===== src/rtl/fifo_wptr_full_pkg.sv =====
// Shared FIFO pointer helpers: pointer width and Gray/binary conversion.
// The read-side pointer block uses the same package.
package fifo_wptr_full_pkg;

  localparam int FIFO_ADDR_SIZE_DEF = 2;
  localparam int PTR_MAX_W          = 32;

  typedef logic [PTR_MAX_W-1:0] ptr_t;

  // The pointer carries one extra wrap bit beyond the RAM address.
  function automatic int ptr_width(input int addr_size);
    return addr_size + 1;
  endfunction

  function automatic ptr_t bin2gray(input ptr_t b);
    return b ^ (b >> 1);
  endfunction

  function automatic ptr_t gray2bin(input ptr_t g);
    ptr_t b;
    b[PTR_MAX_W-1] = g[PTR_MAX_W-1];
    for (int i = PTR_MAX_W - 2; i >= 0; i--) begin
      b[i] = b[i+1] ^ g[i];
    end
    return b;
  endfunction

endpackage


===== src/rtl/fifo_wptr_full_if.sv =====
// Write-side FIFO pointer bundle. almost_full exists only when
// FIFO_WPTR_ALMOST_FULL_EN is defined.
interface fifo_wptr_full_if
  import fifo_wptr_full_pkg::*;
#(
  parameter int FIFO_addr_size = FIFO_ADDR_SIZE_DEF
);
  localparam int PTR_W = ptr_width(FIFO_addr_size);

  logic                      w_en;
  logic [PTR_W-1:0]          rptr_gray;
  logic [FIFO_addr_size-1:0] w_addr;
  logic [PTR_W-1:0]          wptr_gray;
  logic                      full;
`ifdef FIFO_WPTR_ALMOST_FULL_EN
  logic                      almost_full;

  modport master (input w_en, rptr_gray, output w_addr, wptr_gray, full, almost_full);
  modport slave  (output w_en, rptr_gray, input w_addr, wptr_gray, full, almost_full);
`else
  modport master (input w_en, rptr_gray, output w_addr, wptr_gray, full);
  modport slave  (output w_en, rptr_gray, input w_addr, wptr_gray, full);
`endif

endinterface


===== src/rtl/fifo_wptr_full_sync_2ff.sv =====
// Two-flop synchronizer for multi-bit Gray pointers crossing clock domains.
// Shared by the write-side and read-side pointer blocks.
module sync_2ff #(
  parameter int WIDTH = 3
) (
  input  logic             clk,
  input  logic             rst_n,
  input  logic [WIDTH-1:0] d_i,
  output logic [WIDTH-1:0] q_o
);

  logic [WIDTH-1:0] q1_q;
  logic [WIDTH-1:0] q2_q;

  // NOTE: reset is sampled on the clock edge, so it lives inside the
  // edge-triggered block rather than in its sensitivity list.
  always_ff @(posedge clk) begin
    if (!rst_n) begin
      q1_q <= '0;
      q2_q <= '0;
    end else begin
      q1_q <= d_i;
      q2_q <= q1_q;
    end
  end

  assign q_o = q2_q;

endmodule


===== src/rtl/fifo_wptr_full.sv =====
// Write-domain pointer and full-flag generator for an async FIFO.
// Optional almost_full output under FIFO_WPTR_ALMOST_FULL_EN.
module fifo_wptr_full
  import fifo_wptr_full_pkg::*;
#(
  parameter int FIFO_addr_size = FIFO_ADDR_SIZE_DEF,
  parameter int AF_MARGIN      = 1
) (
  input  logic               clk_w,
  input  logic               rst_w,
  fifo_wptr_full_if.master   bus
);

  localparam int PTR_W = ptr_width(FIFO_addr_size);

  if (FIFO_addr_size < 2) begin : g_bad_size
    $error("FIFO_addr_size must be at least 2");
  end
  if (AF_MARGIN < 1 || AF_MARGIN >= (2 ** FIFO_addr_size)) begin : g_bad_margin
    $error("AF_MARGIN must lie in 1 .. depth-1");
  end

  function automatic logic [PTR_W-1:0] to_gray(input logic [PTR_W-1:0] b);
    ptr_t t;
    t = bin2gray(ptr_t'(b));
    return t[PTR_W-1:0];
  endfunction

  logic [PTR_W-1:0] wbin_q, wbin_d;
  logic [PTR_W-1:0] wgray_q, wgray_d;
  logic [PTR_W-1:0] rq2;
  logic             full_q, full_d;
  logic             w_inc;

  sync_2ff #(.WIDTH(PTR_W)) u_sync_rptr (
    .clk   (clk_w),
    .rst_n (rst_w),
    .d_i   (bus.rptr_gray),
    .q_o   (rq2)
  );

  // Full when the next write pointer equals the synchronized read pointer
  // with its two top Gray bits inverted (exactly one lap ahead).
  always_comb begin
    w_inc   = bus.w_en & ~full_q;
    wbin_d  = wbin_q + PTR_W'(w_inc);
    wgray_d = to_gray(wbin_d);
    full_d  = (wgray_d == {~rq2[PTR_W-1:PTR_W-2], rq2[PTR_W-3:0]});
  end

  // NOTE: sequential state uses non-blocking assignments so every register
  // samples pre-edge values and the pointer/flag stay mutually coherent.
  always_ff @(posedge clk_w) begin
    if (!rst_w) begin
      wbin_q  <= '0;
      wgray_q <= '0;
      full_q  <= 1'b0;
    end else begin
      wbin_q  <= wbin_d;
      wgray_q <= wgray_d;
      full_q  <= full_d;
    end
  end

  assign bus.w_addr    = wbin_q[FIFO_addr_size-1:0];
  assign bus.wptr_gray = wgray_q;
  assign bus.full      = full_q;

`ifdef FIFO_WPTR_ALMOST_FULL_EN
  localparam logic [PTR_W:0] DEPTH_W  = (PTR_W+1)'(2 ** FIFO_addr_size);
  localparam logic [PTR_W:0] MARGIN_W = (PTR_W+1)'(AF_MARGIN);

  function automatic logic [PTR_W-1:0] to_bin(input logic [PTR_W-1:0] g);
    ptr_t t;
    t = gray2bin(ptr_t'(g));
    return t[PTR_W-1:0];
  endfunction

  logic [PTR_W-1:0] rbin_s;
  logic [PTR_W-1:0] level;
  logic [PTR_W:0]   free_cnt;
  logic             af_q, af_d;

  always_comb begin
    rbin_s   = to_bin(rq2);
    level    = wbin_d - rbin_s;
    free_cnt = DEPTH_W - {1'b0, level};
    af_d     = (free_cnt <= MARGIN_W);
  end

  always_ff @(posedge clk_w) begin
    if (!rst_w) begin
      af_q <= 1'b0;
    end else begin
      af_q <= af_d;
    end
  end

  assign bus.almost_full = af_q;
`endif

endmodule


===== src/flat_wrapper.sv =====
// flat-port wrapper written by rule: the top's interface ports become plain ports
module fifo_wptr_full_flat import fifo_wptr_full_pkg::*;
#(
  parameter int FIFO_addr_size = FIFO_ADDR_SIZE_DEF,
  parameter int AF_MARGIN      = 1
)
  (clk_w, rst_w, bus_w_en, bus_rptr_gray, bus_w_addr, bus_wptr_gray, bus_full);
  fifo_wptr_full_if #(.FIFO_addr_size(FIFO_addr_size)) bus_i ();
  input  logic clk_w;
  input  logic rst_w;
  input wire logic [$bits(bus_i.w_en)-1:0] bus_w_en;
  input wire logic [$bits(bus_i.rptr_gray)-1:0] bus_rptr_gray;
  output wire logic [$bits(bus_i.w_addr)-1:0] bus_w_addr;
  output wire logic [$bits(bus_i.wptr_gray)-1:0] bus_wptr_gray;
  output wire logic [$bits(bus_i.full)-1:0] bus_full;
  assign bus_i.w_en = bus_w_en;
  assign bus_i.rptr_gray = bus_rptr_gray;
  assign bus_w_addr = bus_i.w_addr;
  assign bus_wptr_gray = bus_i.wptr_gray;
  assign bus_full = bus_i.full;
  fifo_wptr_full #(.FIFO_addr_size(FIFO_addr_size), .AF_MARGIN(AF_MARGIN)) u_core (.clk_w(clk_w), .rst_w(rst_w), .bus(bus_i));
endmodule

===== config.mk =====
export PLATFORM = sky130hd
export DESIGN_NAME = fifo_wptr_full_flat
export DESIGN_NICKNAME = d
export VERILOG_FILES = /design/src/rtl/fifo_wptr_full_pkg.sv /design/src/rtl/fifo_wptr_full_if.sv /design/src/rtl/fifo_wptr_full_sync_2ff.sv /design/src/rtl/fifo_wptr_full.sv /design/src/flat_wrapper.sv
export SDC_FILE = /design/constraint.sdc
export NUM_CORES = 1
export LEC_CHECK = 0
export CAP_MARGIN = 30
export CORE_AREA = 4 4 41 43
export CTS_BUF_LIST = sky130_fd_sc_hd__clkbuf_4 sky130_fd_sc_hd__clkbuf_8
export CTS_CLUSTER_DIAMETER = 30
export CTS_CLUSTER_SIZE = 40
export DETAILED_ROUTE_END_ITERATION = 8
export DIE_AREA = 0 0 45 47
export SYNTH_ARGS = -nofsm -noshare
export SYNTH_HDL_FRONTEND = slang
export SYNTH_HIERARCHICAL = 1
export SYNTH_SLANG_ARGS = --single-unit
export TNS_END_PERCENT = 1

===== constraint.sdc =====
create_clock -name clk_w -period 2.3 [get_ports clk_w]
set_input_delay 0.46 -clock clk_w [delete_from_list [all_inputs] [get_ports clk_w]]
set_output_delay 0.46 -clock clk_w [all_outputs]
set_load 0.01 [all_outputs]

==> results of run 1 <==
==> flip-flops by register name, summed over array words and instances, names as in the netlist <==
signal and count:
u_core/bus.full 1, u_core/bus.wptr_gray 2, u_core/u_sync_rptr/q1_q 3, u_core/u_sync_rptr/q_o 3, u_core/wbin_q 3
==> routing by layer <==
metal	track usage [%]	share of wire (%)	wire [um]	vias up
li1	-	-	-	138
met4	8.77	0.68	4	0
met3	2.68	12	71	2
met5	0	0	0	-
met2	10.5	48	280	11
met1	6.05	39	232	113
==> worst min-delay path by stage <==
| stage | cells after the start | startpoint | end | slack (ns) |
|---|---|---|---|---|
| floorplan | 1 | u_core/u_sync_rptr/q1_q[0] | u_core/u_sync_rptr/q_o[0] | 0.41 |
| global placement | 1 | u_core/u_sync_rptr/q1_q[0] | u_core/u_sync_rptr/q_o[0] | 0.42 |
| detailed placement | 1 | u_core/u_sync_rptr/q1_q[2] | u_core/u_sync_rptr/q_o[2] | 0.42 |
| CTS | 1 | u_core/u_sync_rptr/q1_q[2] | u_core/u_sync_rptr/q_o[2] | 0.43 |
| global route | 1 | u_core/u_sync_rptr/q1_q[0] | u_core/u_sync_rptr/q_o[0] | 0.46 |
| finish | 1 | u_core/u_sync_rptr/q1_q[2] | u_core/u_sync_rptr/q_o[2] | 0.43 |
==> cell families (layout without fill, tap and decap cells) <==
group | after synthesis | in the layout | share of synthesized area [%]
flops | 12 | 12 | 57.8
fa+ha+maj | 2 | 2 | 6.02
simple gates | 14 | 14 | 21.4
compound gates | 1 | 1 | 2.41
xor+xnor | 5 | 5 | 12.4
buf+inv | 0 | 15 | 0
==> power breakdown <==
| group | internal [mW] | total [mW] | leakage (nW) | switching [mW] |
|---|---|---|---|---|
| clock | 0.0960 | 0.160 | 0.0210 | 0.0639 |
| sequential | 0.223 | 0.227 | 0.0988 | 0.00493 |
| combinational | 0.0467 | 0.0765 | 0.134 | 0.0298 |
==> worst max-delay path: cells and delay by family <==
family | cells | cell delay [ns]
xor+xnor | 1 | 0.19
compound gates | 1 | 0.21
simple gates | 2 | 0.31
buf+inv | 1 | 0.39
fa+ha+maj | 2 | 0.53
==> layout make-up <==
cell class              instances  area, um^2
clock buffers                   4        36.3
fillers                       135         721
flip-flops and latches         12         240
repair buffers                 11         110
multi-input cells              22         175
well taps                      15        18.8
==> through the flow <==
stage / hold slack (ns) / instances / worst slack (ns) / util (%)
floorplan: 0.412 / 34 / 0.558 / -
global placement: 0.416 / 60 / 0.121 / 41.8
detailed placement: 0.417 / 60 / 0.0811 / 41.8
CTS: 0.434 / 64 / 0.369 / 44.6
global route: 0.463 / 64 / 0.305 / 44.6
finish: 0.435 / 64 / 0.371 / 44.6
==> synthesized netlist by cell type (all sizes together) <==
cell type and n:
and2 10, and3 1, xor2 2, nor3 1, xnor2 3, o211a 1
dfxtp 12, ha 2, nor2b 2
==> flow_metrics.env, run 1 <==
export IMPL_status="finished clean"
export IMPL_critPathMaxStageDelay_ns=0.39
export IMPL_drive_above_1_share_pct=14.3
export IMPL_crit_start="bus_w_en"
export IMPL_cp_max_fo=4
export IMPL_io_pins=12
export IMPL_cts_setup_buffers=0
export IMPL_max_freq_mhz=518
export IMPL_grt_max_degree=13
export IMPL_cts_resized=0
export IMPL_nNetsFinal=58
export IMPL_drt_iter0_markers=0
export IMPL_cp_arrival_ns=2.09
export IMPL_clk_latency_ns=0.26
export IMPL_remaining_drc_errors=0
export IMPL_area_growth_pct=39.8
export IMPL_antenna_found_initial=0
export IMPL_crit_required_ns=2.46
export IMPL_cts_buffers=3
export IMPL_vias=264
export IMPL_total_power_mw=0.464
export IMPL_antenna_cells=0
export IMPL_antenna_left=0
export IMPL_cp_end_kind="register"
export IMPL_crit_top_cell="ha_1"
export IMPL_dieArea_mm2=0.00212
export IMPL_fin_area_um2=581
export IMPL_grt_setup_unrepaired="no"
export IMPL_synthCells=34
export IMPL_wl_per_cell_um=9.20
export IMPL_fin_tns_setup_ns=0
export IMPL_r2r_cells=6
export IMPL_synth_seq_cells=12
export IMPL_die_y_um=47
export IMPL_r2r_setup_slack_ns=0.72
export IMPL_crit_type="input port to register"
export IMPL_reg2reg_from="u_core/bus.full"
export IMPL_power_density_mw_per_mm2=799
export IMPL_grtUsageTotal_pct=6.77
export IMPL_initial_core_util_pct=31.9
export IMPL_syn_avg_cell_area_um2=12.2
export IMPL_layout_common_cells="12 x dfxtp_1, 11 x clkdlybuf4s50_1, 8 x and2_1, 3 x clkbuf_4"
export IMPL_hold_buffers=0
export IMPL_ys_warnings_count=6
export IMPL_synth_top_area_share_pct=57.8
export IMPL_synth_area_um2=415
export IMPL_worstSetupEndpoint="u_core/bus.full"
export IMPL_dp_hpwl_um=469
export IMPL_path_clk_slew_ns=0.07
export IMPL_clock_sinks=12
export IMPL_finClkSkew_ns=0.00124
export IMPL_cp_start_kind="input port"
export IMPL_coreArea_mm2=0.00130
export IMPL_period_share_pct=83.9
export IMPL_cts_tree="yes"
export IMPL_yosys_area_top_type="dfxtp_1"
export IMPL_r2r_end="u_core/bus.full"
export IMPL_grt_pass1_vias=246
export IMPL_wirelength_um=589
export IMPL_vdd_drop_max_uv=361
export IMPL_p_leak_nw=0.253
export IMPL_clock_path_buffers=2
export IMPL_finalSetupViolations=0
export IMPL_place_area_um2=544
export IMPL_finalCriticalPeriod_ns=1.93
export IMPL_seq_area_frac_synth_pct=57.8
export IMPL_place_gp_congestion=0.679
export IMPL_viasPerCell=4.13
export IMPL_ctsHtreeMaxLevel=1
export IMPL_slowest_stage="clkdlybuf4s50_1"
export IMPL_min_delay_path_class="register to register"
export IMPL_grt_pass1_wl_um=938
export IMPL_worst_slew_pin_slew_ns=0.287
export IMPL_synth_area_leaders="dfxtp_1 58%, and2_1 12%, ha_1 6.0%, xnor2_1 4.2%, xor2_1 4.2%"
export IMPL_hold_viol=0
export IMPL_port_buffers=11
export IMPL_chipWidth_um=45
export IMPL_first_pass_iters=1
export IMPL_gr_total_overflow=0
export IMPL_ys_types=11
export IMPL_syn_num_nets=42
export IMPL_rows=13
export IMPL_layout_commonest_cell="dfxtp_1"
export IMPL_cts_root_buffer="clkbuf_4"
export IMPL_slew_headroom_pct=80.8
export IMPL_cap_violations=0
export IMPL_slew_viol_final=0
export IMPL_crit_chain="clkdlybuf4s50_1 > nor2b_1 > ha_1 > ha_1 > xor2_1 > and3_1 > o211a_1"
No activity file was read; power rests on OpenSTA's default activity.
==> run 2: changes to the inputs <==
==> constraint.sdc (replaced) <==
create_clock -name clk_w -period 1.8 [get_ports clk_w]
set_input_delay 0.36 -clock clk_w [delete_from_list [all_inputs] [get_ports clk_w]]
set_output_delay 0.36 -clock clk_w [all_outputs]
set_load 0.01 [all_outputs]
==> run 2 against run 1 <==
  * Register-to-register slack got worse by 0.40 ns
  * Combinational power increased by 39%
  * Die area unchanged
  * Final cell count increased by 1.6%
  * Setup slack got worse by 0.31 ns
  * Sequential cell count unchanged
  * Sequential share of layout area decreased by 1.4 points
  * Critical path type unchanged
  * Largest cell class unchanged
  * Highest routed layer is now met3
==> flow_metrics.env, run 2 (synthesis gave the netlist of run 1 again) <==
export IMPL_gr_total_overflow=0
export IMPL_port_buffers=11
export IMPL_hold_viol=0
export IMPL_min_delay_path_class="register to register"
export IMPL_layoutNonFillerInstCount=65
export IMPL_p_leak_nw=0.256
export IMPL_wirelength_um=629
export IMPL_cts_setup_buffers=0
export IMPL_drive_above_1_share_pct=18.0
export IMPL_period_share_pct=96.7
export IMPL_r2r_end="u_core/bus.full"
export IMPL_worst_slew_pin_slew_ns=0.300
export IMPL_cts_tree="yes"
export IMPL_fin_area_um2=601
export IMPL_antenna_cells=0
export IMPL_grt_max_degree=13
export IMPL_dp_cells=61
export IMPL_slew_viol_final=0
export IMPL_hp_start="u_core/u_sync_rptr/q1_q[2]"
export IMPL_path_clk_slew_ns=0.07
export IMPL_first_pass_iters=1
export IMPL_vias=276
export IMPL_crit_type="input port to register"
export IMPL_cp_end_kind="register"
export IMPL_finClkSkew_ns=0.00601
export IMPL_cap_violations=0
export IMPL_grtUsageTotal_pct=7.31
export IMPL_wl_per_cell_um=9.68
export IMPL_place_gp_congestion=0.624
export IMPL_finalCriticalPeriod_ns=1.74
export IMPL_grt_pass1_vias=265
export IMPL_grt_pass1_wl_um=1020
export IMPL_power_density_mw_per_mm2=1010
export IMPL_place_area_um2=552
export IMPL_cp_start_kind="input port"
export IMPL_max_freq_mhz=575
export IMPL_grt_setup_unrepaired="no"
export IMPL_crit_required_ns=1.97
export IMPL_slew_headroom_pct=79.9
export IMPL_die_y_um=47
export IMPL_clock_sinks=12
export IMPL_whs_endpoint="u_core/u_sync_rptr/q_o[2]"
export IMPL_clk_latency_ns=0.27
export IMPL_hold_buffers=0
export IMPL_antenna_found_initial=0
export IMPL_layout_common_cells="12 x dfxtp_1, 11 x clkdlybuf4s50_1, 8 x and2_1, 3 x clkbuf_4"
export IMPL_initial_core_util_pct=31.9
export IMPL_io_pins=12
export IMPL_min_path_cells=1
export IMPL_dieArea_mm2=0.00212
export IMPL_finalSetupViolations=0
export IMPL_r2r_cells=6
export IMPL_vdd_drop_max_uv=481
export IMPL_coreArea_mm2=0.00130
export IMPL_nNetsFinal=59
export IMPL_chipWidth_um=45
export IMPL_remaining_drc_errors=0
export IMPL_viasPerCell=4.25
export IMPL_cts_root_buffer="clkbuf_4"
export IMPL_cts_buffers=3
export IMPL_status="finished clean"
export IMPL_antenna_left=0
export IMPL_cp_arrival_ns=1.91
export IMPL_final_core_util_pct=46.2
export IMPL_drt_iter0_markers=0
export IMPL_area_growth_pct=44.6
export IMPL_r2r_setup_slack_ns=0.32
export IMPL_cp_max_fo=3
export IMPL_clock_path_buffers=2
export IMPL_fin_tns_setup_ns=0
export IMPL_rows=13
export IMPL_reg2reg_from="u_core/bus.full"
export IMPL_cts_resized=1
export IMPL_ctsHtreeMaxLevel=1
export IMPL_layout_commonest_cell="dfxtp_1"
## run 2: cell count changes in the layout (fill, tap and decap cells not counted)
cell   previous run  this run
buf_4             0         1
ha_1              2         1
ha_4              0         1
## run 2: power by group
group	switching [mW]	internal [mW]
Sequential	0.00773	0.284
Combinational	0.0386	0.0678
Clock	0.0832	0.123
## run 2: critical path, stage by stage
cell and delay (ns):
clkdlybuf4s50_1 0.46, nor2b_1 0.13, ha_1 0.19, ha_4 0.22, xor2_1 0.16, and3_1 0.18
o211a_1 0.21
## run 2: final cells by class
| type | instances | area (um^2) |
|---|---|---|
| Timing Repair Buffer | 12 | 118 |
| Sequential cell | 12 | 240 |
| Multi-Input combinational cell | 22 | 188 |
| Fill cell | 128 | 701 |
| Tap cell | 15 | 18.8 |
| Clock buffer | 4 | 36.3 |
## run 2: through the flow
step | power [mW] | hold slack, ns | setup WS [ns]
after floorplan | 0.350 | 0.412 | 0.158
after global placement | 0.397 | 0.415 | -0.278
after detailed placement | 0.401 | 0.426 | -0.296
after CTS | 0.621 | 0.445 | 0.0627
after global routing | 0.639 | 0.456 | 0.00251
final | 0.605 | 0.441 | 0.0595
## run 2: how the worst max path moves through the flow
stage | start | to | cells after the start
after floorplan | bus_w_en | u_core/bus.full | 6
after global placement | bus_w_en | u_core/bus.full | 7
after detailed placement | bus_w_en | u_core/bus.full | 7
after CTS | bus_w_en | u_core/bus.full | 7
after global routing | bus_w_en | u_core/bus.full | 7
final | bus_w_en | u_core/bus.full | 7
## run 2: layer usage
layer | share of wire, % | track usage [%] | vias up
met5 | 0 | 0 | -
met4 | 0 | 7.02 | 0
met3 | 12 | 2.30 | 0
met2 | 50 | 12.1 | 11
met1 | 38 | 7.18 | 123
li1 | - | - | 142
==> run 3: changes to the inputs <==
--- a/config.mk
+++ b/config.mk
@@ -9,9 +9,10 @@
 export CORE_AREA = 4 4 41 43
 export CTS_BUF_LIST = sky130_fd_sc_hd__clkbuf_4 sky130_fd_sc_hd__clkbuf_8
 export CTS_CLUSTER_DIAMETER = 30
-export CTS_CLUSTER_SIZE = 40
+export CTS_CLUSTER_SIZE = 14
 export DETAILED_ROUTE_END_ITERATION = 8
 export DIE_AREA = 0 0 45 47
+export SLEW_MARGIN = 25
 export SYNTH_ARGS = -nofsm -noshare
 export SYNTH_HDL_FRONTEND = slang
 export SYNTH_HIERARCHICAL = 1
==> results of run 3 <==
No change in the layout: final DEF, timing and power equal those of run 2.
